### config.mk
export PLATFORM = sky130hd
export DESIGN_NAME = seg_mux_bcd_flat
export DESIGN_NICKNAME = d
export VERILOG_FILES = /design/src/rtl/seg_mux_bcd_if.sv /design/src/rtl/seg_mux_bcd.sv /design/src/flat_wrapper.sv
export SDC_FILE = /design/constraint.sdc
export NUM_CORES = 1
export LEC_CHECK = 0
export CORE_MARGIN = 2
export CORE_UTILIZATION = 40
export DETAILED_ROUTE_END_ITERATION = 8
export GPL_TIMING_DRIVEN = 0
export HOLD_SLACK_MARGIN = 0.06
export PLACE_DENSITY = 0.69
export SLEW_MARGIN = 40
export SYNTH_ARGS = -nofsm -noshare
export SYNTH_HDL_FRONTEND = slang
export SYNTH_SLANG_ARGS = --single-unit
### constraint.sdc
create_clock -name clk_500Hz -period 2.4 [get_ports clk_500Hz]
set_input_delay 0.24 -clock clk_500Hz [delete_from_list [all_inputs] [get_ports clk_500Hz]]
set_output_delay 0.24 -clock clk_500Hz [all_outputs]
set_load 0.03 [all_outputs]
### src/rtl/seg_mux_bcd_if.sv
// Bus between the game/score logic and the 7-segment display driver.
// Handshake: the master holds number stable and raises load; the driver
// captures number on a clock edge where load=1 and busy=0, raises busy on
// that edge, and keeps busy high until the converted value is committed to
// the display. A load seen while busy=1 is ignored, not queued.
`timescale 1ns/1ps
interface seg_mux_bcd_if #(
  parameter int NUM_DIGITS = 4,
  parameter int BIN_WIDTH  = 14
);
  logic [BIN_WIDTH-1:0]  number;
  logic                  load;
  logic                  busy;
  logic                  overflow;
  logic                  blank_lz;
  logic                  blink_en;
  logic [NUM_DIGITS-1:0] dp_mask;
  logic [6:0]            seg;
  logic                  dp;
  logic [NUM_DIGITS-1:0] an;
  // Converter state for debug and checker binding (0=IDLE, 1=SHIFT, 2=COMMIT)
  logic [1:0]            conv_state;

  modport master (
    output number, load, blank_lz, blink_en, dp_mask,
    input  busy, overflow, seg, dp, an, conv_state
  );

  modport slave (
    input  number, load, blank_lz, blink_en, dp_mask,
    output busy, overflow, seg, dp, an, conv_state
  );
endinterface

### src/rtl/seg_mux_bcd.sv
// N-digit multiplexed common-anode 7-segment driver. A binary value is
// converted to BCD by a sequential double-dabble engine, committed to a
// display register in one step, and scanned one digit per clk_500Hz cycle
// with leading-zero blanking, decimal points, blinking and overflow dashes.
`timescale 1ns/1ps
module seg_mux_bcd #(
  parameter int NUM_DIGITS = 4,
  parameter int BIN_WIDTH  = 14,
  parameter int BLINK_DIV  = 50
) (
  input  logic         clk_500Hz,
  input  logic         rst,
  seg_mux_bcd_if.slave bus
);

  localparam int BCD_W   = 4 * NUM_DIGITS;
  localparam int CNT_W   = $clog2(BIN_WIDTH + 1);
  localparam int DIG_W   = (NUM_DIGITS > 1) ? $clog2(NUM_DIGITS) : 1;
  localparam int BLINK_W = (BLINK_DIV > 1) ? $clog2(BLINK_DIV) : 1;

  // Largest value that fits in NUM_DIGITS decimal digits
  function automatic longint unsigned pow10(input int n);
    longint unsigned r;
    r = 1;
    for (int i = 0; i < n; i++) r = r * 10;
    return r;
  endfunction

  localparam longint unsigned MAX_VAL = pow10(NUM_DIGITS) - 1;

  // Segment pattern {g,f,e,d,c,b,a}, active low; non-decimal nibbles blank
  function automatic logic [6:0] decode(input logic [3:0] nib);
    logic [6:0] s;
    case (nib)
      4'd0:    s = 7'b1000000;
      4'd1:    s = 7'b1111001;
      4'd2:    s = 7'b0100100;
      4'd3:    s = 7'b0110000;
      4'd4:    s = 7'b0011001;
      4'd5:    s = 7'b0010010;
      4'd6:    s = 7'b0000010;
      4'd7:    s = 7'b1111000;
      4'd8:    s = 7'b0000000;
      4'd9:    s = 7'b0011000;
      default: s = 7'b1111111;
    endcase
    return s;
  endfunction

  typedef enum logic [1:0] {
    IDLE   = 2'd0,
    SHIFT  = 2'd1,
    COMMIT = 2'd2
  } state_t;

  state_t               state;
  logic [BIN_WIDTH-1:0] bin;
  logic [BCD_W-1:0]     bcd;
  logic [CNT_W-1:0]     iter;
  logic                 pend_ovf;
  logic [BCD_W-1:0]     disp;
  logic                 ovf;
  logic                 busy_r;

  logic [BCD_W-1:0]     bcd_adj;
  logic [BCD_W-1:0]     bcd_next;
  logic [BIN_WIDTH-1:0] bin_next;

  // One double-dabble step: add 3 to every nibble >= 5, then shift left
  always_comb begin
    bcd_adj = bcd;
    for (int i = 0; i < NUM_DIGITS; i++) begin
      if (bcd[4*i +: 4] >= 4'd5) bcd_adj[4*i +: 4] = bcd[4*i +: 4] + 4'd3;
    end
    {bcd_next, bin_next} = {bcd_adj, bin} << 1;
  end

  // Converter FSM; the display register only changes in COMMIT so the scan
  // never sees a partially converted value
  always_ff @(posedge clk_500Hz or posedge rst) begin
    if (rst) begin
      state    <= IDLE;
      bin      <= '0;
      bcd      <= '0;
      iter     <= '0;
      pend_ovf <= 1'b0;
      disp     <= '0;
      ovf      <= 1'b0;
      busy_r   <= 1'b0;
    end else begin
      case (state)
        IDLE: begin
          if (bus.load) begin
            bin      <= bus.number;
            bcd      <= '0;
            iter     <= CNT_W'(BIN_WIDTH);
            pend_ovf <= (64'(bus.number) > MAX_VAL);
            busy_r   <= 1'b1;
            state    <= SHIFT;
          end
        end
        SHIFT: begin
          bcd  <= bcd_next;
          bin  <= bin_next;
          iter <= iter - 1'b1;
          if (iter == CNT_W'(1)) state <= COMMIT;
        end
        COMMIT: begin
          disp   <= bcd;
          ovf    <= pend_ovf;
          busy_r <= 1'b0;
          state  <= IDLE;
        end
        default: begin
          busy_r <= 1'b0;
          state  <= IDLE;
        end
      endcase
    end
  end

  // Blink timer: counts only while enabled, phase toggles at each wrap
  logic [BLINK_W-1:0] blink_cnt;
  logic               phase_on;

  // Blink half-period counter and on/off phase
  always_ff @(posedge clk_500Hz or posedge rst) begin
    if (rst) begin
      blink_cnt <= '0;
      phase_on  <= 1'b1;
    end else if (!bus.blink_en) begin
      blink_cnt <= '0;
      phase_on  <= 1'b1;
    end else if (blink_cnt == BLINK_W'(BLINK_DIV - 1)) begin
      blink_cnt <= '0;
      phase_on  <= ~phase_on;
    end else begin
      blink_cnt <= blink_cnt + 1'b1;
    end
  end

  // upper_zero[k] is set when nibbles k..NUM_DIGITS-1 of the display are all zero
  logic [NUM_DIGITS-1:0] upper_zero;
  logic                  zero_acc;

  // Leading-zero detection from the most significant digit downwards
  always_comb begin
    zero_acc   = 1'b1;
    upper_zero = '0;
    for (int i = NUM_DIGITS - 1; i >= 0; i--) begin
      zero_acc      = zero_acc & (disp[4*i +: 4] == 4'd0);
      upper_zero[i] = zero_acc;
    end
  end

  logic [DIG_W-1:0]      dig_cnt;
  logic [3:0]            cur_nib;
  logic                  cur_zero_up;
  logic                  cur_dp;
  logic [6:0]            seg_next;
  logic [NUM_DIGITS-1:0] an_next;

  // Select the current digit's nibble, blanking state and decimal point
  always_comb begin
    cur_nib     = 4'd0;
    cur_zero_up = 1'b0;
    cur_dp      = 1'b0;
    for (int i = 0; i < NUM_DIGITS; i++) begin
      if (DIG_W'(i) == dig_cnt) begin
        cur_nib     = disp[4*i +: 4];
        cur_zero_up = upper_zero[i];
        cur_dp      = bus.dp_mask[i];
      end
    end
  end

  // Next segment and anode pattern; overflow dashes override blanking
  always_comb begin
    if (ovf) begin
      seg_next = 7'b0111111;
    end else if (bus.blank_lz && (dig_cnt != '0) && cur_zero_up) begin
      seg_next = 7'b1111111;
    end else begin
      seg_next = decode(cur_nib);
    end
    if (phase_on) an_next = ~(NUM_DIGITS'(1) << dig_cnt);
    else          an_next = '1;
  end

  logic [6:0]            seg_r;
  logic                  dp_r;
  logic [NUM_DIGITS-1:0] an_r;

  // Digit scan counter and registered display outputs
  always_ff @(posedge clk_500Hz or posedge rst) begin
    if (rst) begin
      dig_cnt <= '0;
      seg_r   <= 7'b1111111;
      dp_r    <= 1'b1;
      an_r    <= '1;
    end else begin
      dig_cnt <= (dig_cnt == DIG_W'(NUM_DIGITS - 1)) ? '0 : dig_cnt + 1'b1;
      seg_r   <= seg_next;
      dp_r    <= ~cur_dp;
      an_r    <= an_next;
    end
  end

  assign bus.seg        = seg_r;
  assign bus.dp         = dp_r;
  assign bus.an         = an_r;
  assign bus.busy       = busy_r;
  assign bus.overflow   = ovf;
  assign bus.conv_state = state;

endmodule
### src/flat_wrapper.sv
// flat-port wrapper written by rule: the top's interface ports become plain ports
module seg_mux_bcd_flat 
#(
  parameter int NUM_DIGITS = 4,
  parameter int BIN_WIDTH  = 14,
  parameter int BLINK_DIV  = 50
)
  (clk_500Hz, rst, bus_number, bus_load, bus_blank_lz, bus_blink_en, bus_dp_mask, bus_busy, bus_overflow, bus_seg, bus_dp, bus_an, bus_conv_state);
  seg_mux_bcd_if #(.NUM_DIGITS(NUM_DIGITS), .BIN_WIDTH(BIN_WIDTH)) bus_i ();
  input  logic clk_500Hz;
  input  logic rst;
  input wire logic [$bits(bus_i.number)-1:0] bus_number;
  input wire logic [$bits(bus_i.load)-1:0] bus_load;
  input wire logic [$bits(bus_i.blank_lz)-1:0] bus_blank_lz;
  input wire logic [$bits(bus_i.blink_en)-1:0] bus_blink_en;
  input wire logic [$bits(bus_i.dp_mask)-1:0] bus_dp_mask;
  output wire logic [$bits(bus_i.busy)-1:0] bus_busy;
  output wire logic [$bits(bus_i.overflow)-1:0] bus_overflow;
  output wire logic [$bits(bus_i.seg)-1:0] bus_seg;
  output wire logic [$bits(bus_i.dp)-1:0] bus_dp;
  output wire logic [$bits(bus_i.an)-1:0] bus_an;
  output wire logic [$bits(bus_i.conv_state)-1:0] bus_conv_state;
  assign bus_i.number = bus_number;
  assign bus_i.load = bus_load;
  assign bus_i.blank_lz = bus_blank_lz;
  assign bus_i.blink_en = bus_blink_en;
  assign bus_i.dp_mask = bus_dp_mask;
  assign bus_busy = bus_i.busy;
  assign bus_overflow = bus_i.overflow;
  assign bus_seg = bus_i.seg;
  assign bus_dp = bus_i.dp;
  assign bus_an = bus_i.an;
  assign bus_conv_state = bus_i.conv_state;
  seg_mux_bcd #(.NUM_DIGITS(NUM_DIGITS), .BIN_WIDTH(BIN_WIDTH), .BLINK_DIV(BLINK_DIV)) u_core (.clk_500Hz(clk_500Hz), .rst(rst), .bus(bus_i));
endmodule
==> metrics.txt, run 1 <==
status=finished, final reports clean; Clk pin slew, worst setup/hold paths=around 80 ps; number of I/O port buffers=38; clk buf depth=2; vias=2810; first-pass GRT wire length=roughly 14000 um; leakage power=slightly below 2 nW; ANT nets after route=0; sequential fraction of the synthesis area=51.2%; hold_buf cts=0; initial DRC count=63; die area=approximately 10000 um2; Area after DPL=roughly 4300 um2; Post-Syn Nets=about 410; DR pass1 iterations=6; Post-synth EDFFs=0; total CTS buffers=9; GRT Residual Overflow=0; Tcrit/Tclk final=between 80 and 90%; Root Buffer=clkbuf_8; average wire per standard cell=~14 um; Post-CTS Setup Inserts=0; CP endpoint kind=flip-flop; worst reg-to-reg path cell count=9; async set-reset flop share out of synthesis=100%; count of different cell masters after synthesis=approximately 50; Least-Margin Pin Slew=around 500 ps; Yosys top cell area share=between 40% and 50%; Design Area, Final=approximately 4500 um2; largest net degree at the start of global routing=61; core area=9150 um2; vias per cell=between 5 and 6; class of the worst hold path=in2async; CTS tree=yes; FF-to-FF End=u_core.bus.seg[6]$_DFF_PP1_; setup slack, reg-to-reg=roughly 320 ps; synth cell count leaders=dfrtp_1, nand2_1, o21ai_0; share of post-route cells with drive strength above 1=13.2%; CP startpoint kind=flip-flop; Fin Setup TNS=0 ps; final hold violation count=0; max-slew violation count=0; Peak supply drop=between 0.0004 and 0.0005 V; launching point of the worst reg2reg path=u_core.dig_cnt[0]$_DFF_PP0_; yosys warns=0; detailed-route DRC error count=0; H-tree levels=3; GRT Util Overall=17.0%; RSZ-0062 raised after global routing=false; area delta synth->final=19.2%; fmax=slightly below 500 MHz; Power per Cell Area=between 1000 and 1500 nW/um2; worst path arrival time=approximately 2400 ps; Worst Skew=roughly 6.4 ps; Tmin final=roughly 2100 ps; I/O pin count=39; # diodes=0; detailed placement HPWL=between 5000 and 6000 um; final WL=roughly 7600 um; fin nets=456; GPL Wtd Cong=slightly above 0.8; Syn Area/Cell=between 10 and 15 um2; WS Path Type=reg2reg; max cap viols=0; CTS Sinks=76; Horiz. Die Dim=101 um; vias in the first global route=about 2900; Mapped Cells=~360; initial antenna violation count=0; most common cell in the netlist=dfrtp_1; Seq cells post-synth=76; top_reg_cell synth=dfrtp_1; Die Height=101 um; CP Launch Point=u_core.dig_cnt[0]$_DFF_PP0_; worst path required time=2680 ps; worst rel slew slack=between 60 and 70%; CTS resizes=0; final setup fails=0; post-synthesis cell area=roughly 3700 um2; Synth area leaders=dfrtp_1, dfstp_2, ha_1; Std-Cell Rows=35; clk_lat worst skew=between 300 and 400 ps; CP max FO=9; post-synth top area cell=dfrtp_1; Initial Utilization=between 40% and 50%
-- kinds of logic after synthesis --
family | synth area share [%]
xor+xnor | 2.34
buf+inv | 4.21
flops | 51.2
mux | 3.81
simple gates | 14.3
fa+ha+maj | 7.01
compound gates | 17.1
-- cells in the final DEF, fill, tap and decap left out, drive strengths merged, types with 10 or more instances in the layout --
cell / n
nand2: 35
mux2: 10
ha: 21
clkdlybuf4s50: 38
dfrtp: 63
nor2: 26
inv: 20
a22oi: 13
dfstp: 13
o22ai: 10
a21oi: 23
o21ai: 34
clkbuf: 21
-- worst max-delay path by stage --
| stage | end |
|---|---|
| floorplan | u_core.bcd[0]$_DFFE_PP0P_ |
| global placement | u_core.bin[4]$_DFFE_PP0P_ |
| detailed placement | u_core.bus.seg[6]$_DFF_PP1_ |
| CTS | u_core.bus.seg[6]$_DFF_PP1_ |
| global route | u_core.bus.seg[6]$_DFF_PP1_ |
| finish | u_core.bus.seg[6]$_DFF_PP1_ |
-- flip-flops by register name, summed over array words and instances, names as in the netlist, 4 cells and up --
name	cells
u_core.bin	14
u_core.bus.an	4
u_core.disp	16
u_core.iter	4
u_core.bus.seg	7
u_core.blink_cnt	6
u_core.bcd	16
-- power breakdown --
part,leakage (nW),total (mW),switching [mW],internal [mW]
sequential,0.959,2.04,0.321,1.72
clock,0.0787,0.881,0.506,0.375
combinational,0.900,2.04,1.13,0.904
-- through the flow --
step	util [%]	std cells	setup WS [ps]	total power, mW	hold slack, ps
floorplan	-	362	243	3.53	279
global placement	46.6	511	-996	4.02	464
detailed placement	47.0	512	322	4.11	473
CTS	48.8	528	312	5.01	163
global route	48.8	528	162	5.43	180
finish	48.8	528	318	4.96	165
-- critical path: stages, from the launching register on --
cell and delay [ps]:
dfrtp_1 420, ha_1 210, buf_4 160, nor2_2 230, o211ai_1 150, o211ai_2 170, inv_1 170, ha_1 240
nor3_1 180, a211oi_1 70
-- cell type report --
| class | instances | area [um2] |
|---|---|---|
| fillers | 843 | 4680 |
| inverters | 19 | 76.3 |
| well taps | 111 | 139 |
| multi-input cells | 250 | 1670 |
| clock buffers | 10 | 128 |
| plain buffers | 17 | 86.3 |
| repair buffers | 39 | 408 |
| flip-flops and latches | 76 | 1920 |
| clock inverters | 6 | 41.3 |
-- metal layers --
layer	part of all wire, %	global-route usage (%)	wire length (um)
met4	1.8	6.64	133
met1	46	21.7	3500
met3	3.3	3.61	253
met2	49	28.2	3710
met5	0	0	0
Note: power is estimated with default switching activity, not from simulation.
==> run 2: changes to the inputs <==
--- a/config.mk
+++ b/config.mk
@@ -5,12 +5,11 @@
 export SDC_FILE = /design/constraint.sdc
 export NUM_CORES = 1
 export LEC_CHECK = 0
-export CORE_MARGIN = 2
-export CORE_UTILIZATION = 40
+export CORE_UTILIZATION = 57
 export DETAILED_ROUTE_END_ITERATION = 8
 export GPL_TIMING_DRIVEN = 0
 export HOLD_SLACK_MARGIN = 0.06
-export PLACE_DENSITY = 0.69
+export PLACE_DENSITY = 0.89
 export SLEW_MARGIN = 40
 export SYNTH_ARGS = -nofsm -noshare
 export SYNTH_HDL_FRONTEND = slang
==> run 2 against run 1 <==
Via count grew 2.7%; routed wire length up 1.0%; fmax fell by 2.9%; setup slack lost 61 ps; core utilization is 22 points higher; critical endpoint unchanged; final cell count down 6.4%.
==> metrics.txt, run 2 (synthesized netlist as in run 1, its figures left out) <==
CTS tree=yes; class of the worst hold path=in2async; Initial Utilization=59.0% (+18 points); area delta synth->final=19.6%; fin nets=456 (unchanged); Peak supply drop=0.000763 V (+76%); PnR worst setup slack=256 ps (-61.1 ps); Worst Skew=9.64 ps (+3.24 ps); max-slew violation count=0 (unchanged); Least-Margin Pin Slew=517 ps (+19.8 ps); Post-CTS Setup Inserts=0 (unchanged); GPL Wtd Cong=0.872 (+5.5%); slowest CP cell=dfrtp_1; dpl ws=275 ps (-46.5 ps); DR pass1 iterations=4 (-2); Sw Pwr=1.97 mW (+0.67%); total CTS buffers=9 (unchanged); leakage power=1.98 nW (+1.9%); most frequent cells in the layout=dfrtp_1, clkdlybuf4s50_1, nand2_1; number of I/O port buffers=38 (unchanged); combinational share of power=39.9% (-1.2 points); I/O pin count=39 (unchanged); CP startpoint kind=flip-flop; vias=2885 (+2.7%); max cap viols=0 (unchanged); detailed-route DRC error count=0 (unchanged); final hold violation count=0 (unchanged); internal power=3.24 mW (+8.0%); Std-Cell Rows=29 (-17%); DP Cell Count=478 (-6.6%); share of post-route cells with drive strength above 1=13.4% (+0.24 points); Critical path buffers and inverters=2 (unchanged); fmax=467 MHz (-2.9%); crit-path cells=ha_1, buf_4, nor2_2, o211ai_1, o211ai_2, inv_1, ha_1, nor3_1, a211oi_1; switching fraction of total power=37.9% (-1.7 points); worst path arrival time=2410 ps (+50 ps); Fin Setup TNS=0 ps (unchanged); largest net degree at the start of global routing=59 (-3.3%); Top delay family on crit path=adder cells; initial antenna violation count=0 (unchanged); vias in the first global route=2889 (-0.96%); H-tree levels=3 (unchanged); RSZ-0062 raised after global routing=false; Tcrit/Tclk final=89.3% (+2.5 points); commonest non-fill, non-tap cell in the layout=dfrtp_1; WS Path Type=reg2reg; Horiz. Die Dim=83.1 um (-18%); CP Launch Point=u_core.dig_cnt[0]$_DFF_PP0_; clk buf depth=2 (unchanged); Top Registers=u_core.bcd (16), u_core.disp (16), u_core.bin (14); final setup fails=0 (unchanged); ANT nets after route=0 (unchanged); worst path required time=2670 ps (about the same); Flop pwr share=39.2% (-1.9 points); detailed placement HPWL=5520 um (+1.6%); CP max FO=9 (unchanged); first-pass GRT wire length=13300 um (-2.0%); initial DRC count=163 (+160%); average wire per standard cell=15.5 um (+8.0%); CP endpoint kind=flip-flop; Clk pin slew, worst setup/hold paths=80 ps (about the same); cell mode on critical path=ha_1; GRT Residual Overflow=0 (unchanged); CTS Sinks=76 (unchanged); overall power=5.21 mW (+5.1%); vias per cell=5.84 (+9.7%); non-filler instance count after layout=494 (-6.4%); launching point of the worst reg2reg path=u_core.dig_cnt[0]$_DFF_PP0_; # diodes=0 (unchanged); Tmin final=2140 ps (+61.1 ps); clk_lat worst skew=350 ps (about the same); core area=6350 um2 (-31%); clock share of power=21.0% (+3.2 points); Die Height=83.1 um (-18%); Root Buffer=clkbuf_8; Power per Cell Area=1160 nW/um2 (+4.8%); CTS resizes=0 (unchanged); status=finished, final reports clean; GRT Util Overall=24.3% (+7.3 points); die area=6900 um2 (-32%); hold_buf cts=0 (unchanged); final WL=7670 um (+1.0%); worst rel slew slack=65.5% (-1.3 points); CP max stage delay=430 ps (about the same)
-- run 2: cell count changes in the layout (fill, tap and decap cells not counted), sizes merged --
cell      before  now
bufinv         0    2
inv           20   19
clkinvlp       3    0
clkinv         2    4
-- run 2: path summary, 6_finish.rpt --
check	endpoint	slack, ps	cells past startpoint
setup / recovery	u_core.bus.seg[6]$_DFF_PP1_	260	9
hold / removal	u_core.blink_cnt[1]$_DFF_PP0_	180	2
setup reg to reg	u_core.bus.seg[6]$_DFF_PP1_	260	9
hold reg to reg	u_core.bus.an[1]$_DFF_PP1_	490	1
max in group asynchronous	u_core.bus.seg[0]$_DFF_PP1_	1650	3
min in group clk_500Hz	u_core.bus.dp$_DFF_PP1_	410	2
-- run 2: area by class of cell --
type	count	area, um2
Inverter	19	76.3
Buffer	17	86.3
Clock buffer	10	138
Sequential cell	76	1920
Clock inverter	6	87.6
Multi-Input combinational cell	250	1670
Tap cell	77	96.3
Timing Repair Buffer	39	408
Fill cell	452	1870
-- run 2: routing by layer --
| metal | wire length (um) | track usage (%) | vias to the layer above |
|---|---|---|---|
| met2 | 3840 | 41.0 | 71 |
| li1 | - | - | 1376 |
| met4 | 145 | 9.87 | 0 |
| met5 | 0 | 0 | - |
| met3 | 302 | 5.37 | 15 |
| met1 | 3380 | 30.5 | 1423 |
-- run 2: through the flow --
stage	utilization, %	hold slack [ps]	area (um2)
floorplan	-	279	3750
global placement	66.5	462	4220
detailed placement	67.0	471	4260
CTS	70.6	184	4480
global route	70.6	178	4480
finish	70.6	184	4480
-- run 2: worst reg2reg max path, cell delays in order, from the launching register on --
cell      delay, ps
dfrtp_1         430
ha_1            220
buf_4           170
nor2_2          220
o211ai_1        160
o211ai_2        170
inv_1           180
ha_1            270
nor3_1          190
a211oi_1         70
-- run 2: power groups by stage --
stage	clock network (mW)	registers (mW)	logic, mW
after floorplan	0	2.07	1.46
after global placement	0	2.03	1.94
after detailed placement	0	2.05	2.06
after CTS	1.11	2.03	2.08
after global routing	1.17	2.09	2.32
final	1.09	2.04	2.08
==> run 3: changes to the inputs <==
--- a/config.mk
+++ b/config.mk
@@ -5,11 +5,12 @@
 export SDC_FILE = /design/constraint.sdc
 export NUM_CORES = 1
 export LEC_CHECK = 0
+export CORE_MARGIN = 2
 export CORE_UTILIZATION = 57
 export DETAILED_ROUTE_END_ITERATION = 8
 export GPL_TIMING_DRIVEN = 0
 export HOLD_SLACK_MARGIN = 0.06
-export PLACE_DENSITY = 0.89
+export PLACE_DENSITY_LB_ADDON = 0.08
 export SLEW_MARGIN = 40
 export SYNTH_ARGS = -nofsm -noshare
 export SYNTH_HDL_FRONTEND = slang
==> run 3 against run 2 <==
Via count shrank 2.6%; total power is 3.4% lower; final cell count is the same; count of clock-buffer cells in the layout is 1 lower; die area rose by 4.9%; sequential share of layout area is 0.40 points higher; combinational power about the same; worst hold slack better by 64 ps; routed wire length down 3.8%; register-to-register slack better by 30 ps; clock power decreased by 12%; non-clock buffer count stayed put.
==> metrics.txt, run 3 (synthesized netlist as in run 1, its figures left out) <==
switching fraction of total power=38.5% (+0.68 points); status=finished, final reports clean; Root Buffer=clkbuf_8; vias per cell=5.69 (-2.6%); vias in the first global route=2730 (-5.5%); commonest non-fill, non-tap cell in the layout=dfrtp_1; total CTS buffers=9 (unchanged); PnR worst setup slack=284 ps (+27.8 ps); crit-path cells=ha_1, buf_4, nor2_2, o211ai_1, o211ai_2, inv_1, ha_1, nor3_1, a211oi_1; Flop pwr share=40.4% (+1.2 points); DR pass1 iterations=4 (unchanged); CTS resizes=0 (unchanged); Post-CTS Setup Inserts=0 (unchanged); GPL Wtd Cong=0.845 (-3.1%); Power per Cell Area=1130 nW/um2 (-2.5%); CTS tree=yes; max cap viols=0 (unchanged); Critical path buffers and inverters=2 (unchanged); CP max FO=9 (unchanged); Sw Pwr=1.94 mW (-1.7%); Fin Hold WS=248 ps (+64.2 ps); final hold violation count=0 (unchanged); ANT nets after route=0 (unchanged); launching point of the worst reg2reg path=u_core.dig_cnt[0]$_DFF_PP0_; Design Area, Final=4440 um2 (-0.92%); Worst Skew=7.76 ps (-1.88 ps); class of the worst hold path=in2async; clk buf depth=2 (unchanged); Top Registers=u_core.bcd (16), u_core.disp (16), u_core.bin (14); final WL=7380 um (-3.8%); Std-Cell Rows=29 (unchanged); clock share of power=19.0% (-2.0 points); worst reg-to-reg path cell count=9 (unchanged); number of I/O port buffers=38 (unchanged); GRT Util Overall=21.9% (-2.4 points); Clk pin slew, worst setup/hold paths=80 ps (about the same); GRT Residual Overflow=0 (unchanged); internal power=3.09 mW (-4.5%); final setup fails=0 (unchanged); Fin Setup TNS=0 ps (unchanged); fin nets=456 (unchanged); CP startpoint kind=flip-flop; cell mode on critical path=ha_1; Filler cells=493 (+9.1%); CP max stage delay=420 ps (about the same); average wire per standard cell=14.9 um (-3.8%); FF-to-FF End=u_core.bus.seg[6]$_DFF_PP1_; vias=2810 (-2.6%); worst path arrival time=2380 ps (-30 ps); Horiz. Die Dim=85.1 um (+2.4%); Top delay family on crit path=adder cells; Initial Utilization=59.0% (unchanged); Tmin final=2120 ps (-27.8 ps); I/O pin count=39 (unchanged); detailed placement HPWL=5420 um (-1.9%); setup slack, reg-to-reg=280 ps (+30 ps); share of post-route cells with drive strength above 1=13.4% (unchanged); # diodes=0 (unchanged); max-slew violation count=0 (unchanged); Area after DPL=4250 um2 (-0.18%); clk_lat worst skew=350 ps (about the same); CTS Sinks=76 (unchanged); Peak supply drop=0.000658 V (-14%); worst rel slew slack=65.6% (about the same); initial antenna violation count=0 (unchanged); Die Height=85.1 um (+2.4%); initial DRC count=92 (-44%); leakage power=1.95 nW (-1.4%); combinational share of power=40.7% (+0.8 points); detailed-route DRC error count=0 (unchanged); WS Path Type=reg2reg; slowest CP cell=dfrtp_1; largest net degree at the start of global routing=42 (-29%); overall power=5.04 mW (-3.4%); fmax=473 MHz (+1.3%); hold_buf cts=0 (unchanged); RSZ-0062 raised after global routing=false; die area=7240 um2 (+4.9%); Least-Margin Pin Slew=516 ps (-0.774 ps); first-pass GRT wire length=12500 um (-6.2%); dpl ws=281 ps (+5.63 ps); core area=6350 um2 (unchanged); CP endpoint kind=flip-flop; H-tree levels=3 (unchanged); worst path required time=2670 ps (about the same); Tcrit/Tclk final=88.2% (-1.2 points); most frequent cells in the layout=dfrtp_1, clkdlybuf4s50_1, nand2_1; area delta synth->final=18.5%
run 3: cell count changes in the layout (fill, tap and decap cells not counted):
| cell | change |
|---|---|
| buf_12 | +1 |
| buf_16 | -1 |
| bufinv_16 | -1 |
| clkbuf_8 | -1 |
| clkinv_2 | +1 |
| clkinv_4 | -2 |
| clkinvlp_4 | +3 |
run 3: power by group through the flow:
stage | logic, mW | clock network (mW) | registers, mW
floorplan | 1.46 | 0 | 2.07
global placement | 1.98 | 0 | 2.03
detailed placement | 2.06 | 0 | 2.05
CTS | 2.07 | 0.974 | 2.03
global route | 2.32 | 1.03 | 2.08
finish | 2.05 | 0.954 | 2.03
run 3: worst max path at each step:
stage                                start                     endpoint  slack, ps  depth (start not counted)
2_1_floorplan                          rst    u_core.bcd[0]$_DFFE_PP0P_        240                          1
3_3_place_gp                           rst    u_core.bin[8]$_DFFE_PP0P_       -970                          2
3_5_place_dp   u_core.dig_cnt[0]$_DFF_PP0_  u_core.bus.seg[6]$_DFF_PP1_        280                          9
4_1_cts        u_core.dig_cnt[0]$_DFF_PP0_  u_core.bus.seg[6]$_DFF_PP1_        270                          9
5_1_grt        u_core.dig_cnt[0]$_DFF_PP0_  u_core.bus.seg[6]$_DFF_PP1_        100                          9
6_report       u_core.dig_cnt[0]$_DFF_PP0_  u_core.bus.seg[6]$_DFF_PP1_        280                          9
run 3: area by class of cell:
| type | count | area, um2 | area share [%] |
|---|---|---|---|
| sequential | 76 | 1920 | 43.2 |
| timing repair buffer | 39 | 400 | 9.02 |
| clock inverter | 7 | 67.6 | 1.52 |
| inverter | 19 | 76.3 | 1.72 |
| clock buffer | 9 | 124 | 2.79 |
| tap | 77 | 96.3 | 2.17 |
| multi-input combinational | 250 | 1670 | 37.6 |
| buffer | 17 | 86.3 | 1.94 |
run 3: worst reg2reg max path, delay by kind of cell (launching register included):
family | cells | cell delay (ps)
fa+ha+maj | 2 | 480
compound gates | 3 | 390
flops | 1 | 420
simple gates | 2 | 420
buf+inv | 2 | 330
run 3: stage by stage:
| step | util (%) | std cells |
|---|---|---|
| 6_report | 69.9 | 494 |
| 4_1_cts | 69.9 | 494 |
| 5_1_grt | 69.9 | 494 |
| 3_5_place_dp | 66.9 | 478 |
| 3_3_place_gp | 66.5 | 477 |
| 2_1_floorplan | - | 362 |
run 3: metal layers:
layer / track usage (%) / up-vias / wire length, um
met5: 0 / - / 0
met1: 28.6 / 1365 / 3410
met4: 10.4 / 0 / 185
met2: 35.7 / 57 / 3560
li1: - / 1372 / -
met3: 3.79 / 16 / 230
